**src/rtl/pipeline_hazard_ctrl.sv**
```systemverilog
// Stall/bubble controller for the 5-stage pipeline: memory port
// tracking, load-use detection, stall accounting and timeout flag.
module pipeline_hazard_ctrl #(
   parameter logic [5:0]  LW_ICODE   = 6'b100011,
   parameter int unsigned WAIT_LIMIT = 64
) (
   input  logic        clk,
   input  logic        reset,
   input  logic        i_req,
   input  logic        i_addr_ok,
   input  logic        i_data_ok,
   input  logic        d_req,
   input  logic        d_addr_ok,
   input  logic        d_data_ok,
   input  logic [5:0]  e_icode,
   input  logic [4:0]  e_dst,
   input  logic [4:0]  d_src1,
   input  logic [4:0]  d_src2,
   input  logic        d_use1,
   input  logic        d_use2,
   output logic        F_stall,
   output logic        D_stall,
   output logic        E_stall,
   output logic        M_stall,
   output logic        D_bubble,
   output logic        E_bubble,
   output logic        W_bubble,
   output logic [31:0] stall_cnt,
   output logic        timeout
);

   typedef enum logic {
      S_IDLE,
      S_WAIT
   } port_state_t;

   localparam logic [15:0] LIMIT_M1 = 16'(WAIT_LIMIT - 1);

   port_state_t i_state;
   port_state_t d_state;
   logic        i_busy;
   logic        d_busy;
   logic        lu;
   logic        any_stall;
   logic [15:0] i_wait;
   logic [15:0] d_wait;
   logic        i_hit;
   logic        d_hit;

   // A response completes the request if the port is already waiting
   // or the address is accepted in the same cycle.
   assign i_busy = i_req & ~(i_data_ok & ((i_state == S_WAIT) | i_addr_ok));
   assign d_busy = d_req & ~(d_data_ok & ((d_state == S_WAIT) | d_addr_ok));

   assign lu = (e_icode == LW_ICODE) & (e_dst != 5'd0) &
               ((d_use1 & (d_src1 == e_dst)) |
                (d_use2 & (d_src2 == e_dst)));

   always_comb begin
      F_stall  = 1'b0;
      D_stall  = 1'b0;
      E_stall  = 1'b0;
      M_stall  = 1'b0;
      D_bubble = 1'b0;
      E_bubble = 1'b0;
      W_bubble = 1'b0;
      if (!reset) begin
         if (d_busy) begin
            F_stall  = 1'b1;
            D_stall  = 1'b1;
            E_stall  = 1'b1;
            M_stall  = 1'b1;
            W_bubble = 1'b1;
         end else if (lu) begin
            F_stall  = 1'b1;
            D_stall  = 1'b1;
            E_bubble = 1'b1;
         end else if (i_busy) begin
            F_stall  = 1'b1;
            D_bubble = 1'b1;
         end
      end
   end

   assign any_stall = F_stall | D_stall | E_stall | M_stall |
                      D_bubble | E_bubble | W_bubble;

   always_ff @(posedge clk) begin
      if (reset) begin
         i_state <= S_IDLE;
         d_state <= S_IDLE;
      end else begin
         unique case (i_state)
            S_IDLE:
               if (i_req && i_addr_ok && !i_data_ok)
                  i_state <= S_WAIT;
            S_WAIT:
               if (i_data_ok)
                  i_state <= S_IDLE;
            default: i_state <= S_IDLE;
         endcase
         unique case (d_state)
            S_IDLE:
               if (d_req && d_addr_ok && !d_data_ok)
                  d_state <= S_WAIT;
            S_WAIT:
               if (d_data_ok)
                  d_state <= S_IDLE;
            default: d_state <= S_IDLE;
         endcase
      end
   end

   assign i_hit = i_busy & (i_wait == LIMIT_M1);
   assign d_hit = d_busy & (d_wait == LIMIT_M1);

   // Wait counters hold at all-ones so a very long wait cannot wrap.
   always_ff @(posedge clk) begin
      if (reset) begin
         i_wait    <= 16'd0;
         d_wait    <= 16'd0;
         stall_cnt <= 32'd0;
         timeout   <= 1'b0;
      end else begin
         if (!i_busy)
            i_wait <= 16'd0;
         else if (i_wait != 16'hFFFF)
            i_wait <= i_wait + 16'd1;
         if (!d_busy)
            d_wait <= 16'd0;
         else if (d_wait != 16'hFFFF)
            d_wait <= d_wait + 16'd1;
         if (any_stall && stall_cnt != 32'hFFFF_FFFF)
            stall_cnt <= stall_cnt + 32'd1;
         if (i_hit || d_hit)
            timeout <= 1'b1;
      end
   end

endmodule

```
**config.mk**
```make
export PLATFORM = sky130hd
export DESIGN_NAME = pipeline_hazard_ctrl
export DESIGN_NICKNAME = d
export VERILOG_FILES = /design/src/rtl/pipeline_hazard_ctrl.sv
export SDC_FILE = /design/constraint.sdc
export NUM_CORES = 1
export LEC_CHECK = 0
export CORE_MARGIN = 5
export CORE_UTILIZATION = 40
export DETAILED_ROUTE_END_ITERATION = 8
export DONT_BUFFER_PORTS = 1
export REMOVE_ABC_BUFFERS = 1
export SYNTH_ARGS = -nofsm -noshare
export SYNTH_HDL_FRONTEND = slang
export SYNTH_SLANG_ARGS = --single-unit
export TNS_END_PERCENT = 30
```
**constraint.sdc**
```tcl
create_clock -name clk -period 3.46 [get_ports clk]
set_clock_uncertainty 0.2 [all_clocks]
set_input_delay 0.692 -clock clk [delete_from_list [all_inputs] [get_ports clk]]
set_output_delay 0.692 -clock clk [all_outputs]
set_load 0.02 [all_outputs]
```
### Word level (Yosys, flattened, before mapping)

Index checks and enable logic that the tools add are counted.

| operators by class | value |
|---|---|
| $add $sub $neg | 3 |
| eq/ne operators | 8 |
| muxes and demuxes | 20 |
| bitwise logic cells | 25 |
| reduce and logical (&&, ||, !) cells | 11 |

Operator list:

| cell | number |
|---|---|
| 16-bit by 1-bit adder with 16-bit output, second input constant | 2 |
| 32-bit by 1-bit adder with 32-bit output, second input constant | 1 |
| 16-bit by 6-bit == test with 1-bit output, second input constant | 2 |
| 16-bit != test, second input constant | 2 |
| 32-bit != test, second input constant | 1 |
| 1-bit 2-to-1 mux | 18 |
| 1-bit AND | 10 |
| 5-bit == test | 2 |
| 1-bit OR | 9 |
| 6-bit == test, second input constant | 1 |
| 1-bit inverter | 6 |
| 1-bit logical AND | 5 |
| 5-bit nonzero test | 1 |
| 1-bit one-hot mux with 2 select lines | 2 |
| 2-bit OR reduction | 2 |
| 1-bit zero test | 2 |
| 1-bit logical OR | 1 |

| storage, ports and cells | value |
|---|---|
| flip-flop bits (word level) | 67 |
| bits of input ports | 31 |
| output and inout bits | 40 |
| word-level logic and storage cells | 73 |

### Longest topological paths before layout

| logic depth | value |
|---|---|
| word-level depth | 15 |
| mapped depth | 10 |

### Least setup slack after synthesis

OpenSTA, ideal clock, no wires.

| path | value |
|---|---|
| path type | input to output |
| start point | in e_dst[1] |
| end point | out F_stall |
| arrival time | 1.878 ns |
| required time | 2.568 ns |
| path slack | 0.690 ns |
| stages on the path | 5 |
| path buffers | 0 |
| path through | or4_1 > o211ai_2 > nor2_1 > a21boi_1 > inv_1 |

| between the ends | value |
|---|---|
| word-level cells in the longest chain between the ends | 7 |

Ends and longest elaborated chain:

| item | RTL line | source |
|---|---|---|
| start: declaration | 16 | `input logic [4:0] e_dst,` |
| 5-bit == test, on equally long branches | 56, 57 |  |
| 1-bit AND, on equally long branches | 56, 57 |  |
| 1-bit OR | 56 | `((d_use1 & (d_src1 == e_dst)) \|` |
| 1-bit AND * | 55 | `assign lu = (e_icode == LW_ICODE) & (e_dst != 5'd0) &` |
| 1-bit 2-to-1 mux * | 74 | `end else if (lu) begin` |
| 1-bit 2-to-1 mux * | 68 | `if (d_busy) begin` |
| 1-bit 2-to-1 mux * | 67 | `if (!reset) begin` |
| end: declaration | 21 | `output logic F_stall,` |

Mark *: on every way between the ends. The rest lies on a longest branch, timed or not.

### Worst setup path in the final report

Same ends and word-level chain as after synthesis.

==> metrics.txt <==
status completed; first-pass GRT wire length 14.1 mm; routed wire length per instance around 15 µm; DRT antenna net count 0; top cell type's share of synthesized area a little under two fifths; clock share of power a little over two fifths; crit end category output port; largest fanout on the critical path 5; Total Negative Setup Slacks 0 ns; IO buf count 0; Worst Hold Class in -> reg; Post-Syn Instances ~420; post-cts resize count 0; pwr dens just under 400 mW/mm²; HPWL after DPL approximately 5.7 mm; Synth area leaders dfxtp_1 38%, xnor2_1 5.9%, nand3_1 4.9%, or4_1 4.7%, a21oi_1 4.2%; CP peak stage delay 0.54 ns; post-CTS setup buffer count 0; critical path cell sequence or4_1, o211ai_2, nor2_1, a21boi_1, inv_1; kind of critical path in -> out; max-capacitance violation count 0; Critical Path RT ~2.6 ns; Netlist cell types 51; placer congestion estimate 0.806; IO Pins 71; crit path DAT 2.05 ns; Antenna Cells 0; sw frac 25.3%; number of flops mapped to enable cells by yosys 0; setup violators final 0; register area share after synthesis approximately 38%; Die X 104 µm; worst vdd ir around 0.16 mV; Post-DP Area about 0.0036 mm²; combinational share of power 5.3%; RSZ-0062 raised after global routing false; cell area after layout ~0.0038 mm²; final net count about 450; Seq pwr share 52.8%; core box area roughly 0.0087 mm²; # fillers around 890; minimum clock period roughly 2.9 ns; startpoint types input port; Clock Pin Slew Worst Setup and Hold Paths 0.08 ns; vias in the first global route about 3,000; largest net degree at the start of global routing 50; Least-Margin Pin Slew approximately 0.74 ns; asr flop ratio synth 0%; DRC viols 0; Mean Syn Cell Area around 8.4 µm²; clock sinks 67; yosys warns 0; Clock Tree Buf Depth 2; Overall Global Routing Usage 15.3%; Mapped Area 0.00354 mm²; total CTS buffers 9; Starting Density 40.8%; Rows 34; Net Switching around 370 µW; Top FF cell, synth dfxtp_1; Slew Limit Fails 0; initial antenna violation count 0; flops & latches, synth between 60 and 70; routed via count 3,086; period utilization 85.1%; drt first pass iters 4; relative slew slack around 50%; Final Hold Vio Count 0; Layout area overhead 7.17%; die area 0.0108 mm²; FF-to-FF setup slack between 0.8 and 0.9 ns; H-tree level count 3; Root Buffer clkbuf_8; Hold-fix buffers, CTS 0; Pint 1100 µW; critical path's slowest cell or4_1; layout cells sized above 1 7.58%; f_max 340 MHz; Congestion Overflow GR 0; drt total wl ~8 mm; Die Span Y approximately 100 µm; Via density a little under 6; Leakage about 0.0012 µW; largest area contributor in the netlist dfxtp_1; DRT iter0 DRCs roughly 110; CTS tree done; Worst-Skew Late Latency 0.35 ns
## layout make-up
class	count	area, µm²	share of cell area (%)
clock buffers	11	151	3.99
clock inverters	5	36.3	0.956
inverters	7	26.3	0.692
multi-input cells	327	2060	54.2
flip-flops and latches	67	1340	35.3
well taps	108	135	3.56
repair buffers	5	50.0	1.32
## flip-flops by register name (all words and copies together) (netlist names)
signal,cells
d_state,1
d_wait,16
i_state,1
i_wait,16
stall_cnt,32
timeout,1
## cell families after synthesis
logic type                 after synthesis  synth area share, %
DFF                                     67                 37.9
buffers and inverters                   28                 4.10
muxes                                    9                 2.65
adders and majority gates                3                 1.06
and+or+nand+nor                        208                 32.6
xor gates and xnor gates                33                 8.16
AOI/OAI and AO/OA                       74                 13.6
## Yosys cell counts, types with 2 or more instances
cell / count
nor4b_1: 2
xor2_1: 9
mux2_1: 2
nor3_1: 13
or2_2: 2
ha_1: 3
xnor2_1: 24
nand2_1: 35
o21ai_1: 4
nor4_1: 8
nor2b_1: 7
and4_4: 2
and3_1: 7
inv_1: 6
o21ai_0: 5
or3_1: 6
or4_1: 22
o41ai_1: 3
dfxtp_1: 67
nor2_1: 37
buf_4: 2
nor3b_1: 2
o31ai_1: 19
mux2i_1: 6
and4_1: 6
nand3_1: 35
a21oi_1: 30
buf_6: 3
buf_2: 8
and2_1: 5
o311ai_0: 4
nand4_1: 10
clkbuf_1: 8
o211a_1: 2
nand2b_1: 2
## worst max-delay path, delay by kind of cell
| family | cells | cell delay [ns] |
|---|---|---|
| and+or+nand+nor | 2 | 0.62 |
| buffers and inverters | 1 | 0.20 |
| AOI/OAI and AO/OA | 2 | 0.54 |
## routing by layer
metal	global-route usage, %	part of all wire (%)	vias up
li1	-	-	1560
met3	6.52	7.3	9
met4	4.35	0.82	0
met2	25.7	49	58
met5	0	0	-
met1	17.7	43	1459
## power by group through the flow
stage | clock, µW | combinational (µW) | sequential [µW]
final | 617 | 78.5 | 779
after global routing | 670 | 87.5 | 780
after CTS | 638 | 79.1 | 779
after detailed placement | 0 | 79.0 | 797
after global placement | 0 | 77.5 | 797
after floorplan | 0 | 55.9 | 796
## metrics by stage
step	hold WS, ns	total power [µW]	std cells	util (%)	setup slack, ns
2_1_floorplan	0.249	852	401	-	0.436
3_3_place_gp	0.258	875	514	41.6	0.567
3_5_place_dp	0.270	876	514	41.6	0.489
4_1_cts	0.181	1500	530	43.8	0.484
5_1_grt	0.172	1540	530	43.8	0.380
6_report	0.196	1480	530	43.8	0.517
## cell usage in the layout, fill, tap and decap left out, types with 2 or more instances in the layout
master	n
a21oi_1	30
and2_1	5
and3_1	7
and4_1	6
and4_4	2
buf_4	4
clkbuf_8	11
clkinvlp_4	3
dfxtp_1	67
ha_1	3
inv_1	6
mux2_1	2
mux2i_1	6
nand2_1	35
nand2b_1	2
nand3_1	35
nand4_1	10
nor2_1	37
nor2b_1	7
nor3_1	13
nor3b_1	2
nor4_1	8
nor4b_1	2
o211a_1	2
o21ai_0	5
o21ai_1	4
o311ai_0	4
o31ai_1	19
o41ai_1	3
or2_2	2
or3_1	6
or4_1	22
xnor2_1	24
xor2_1	9
## final timing paths
kind	startpoint	end	depth (start not counted)
worst max-delay path	e_dst[1]	F_stall	5
worst min register to register	i_wait[1]	i_wait[1]	2
worst max register to register	stall_cnt[0]	stall_cnt[13]	7
worst min-delay path	reset	stall_cnt[31]	1
Power figures use the tool's default switching activity.
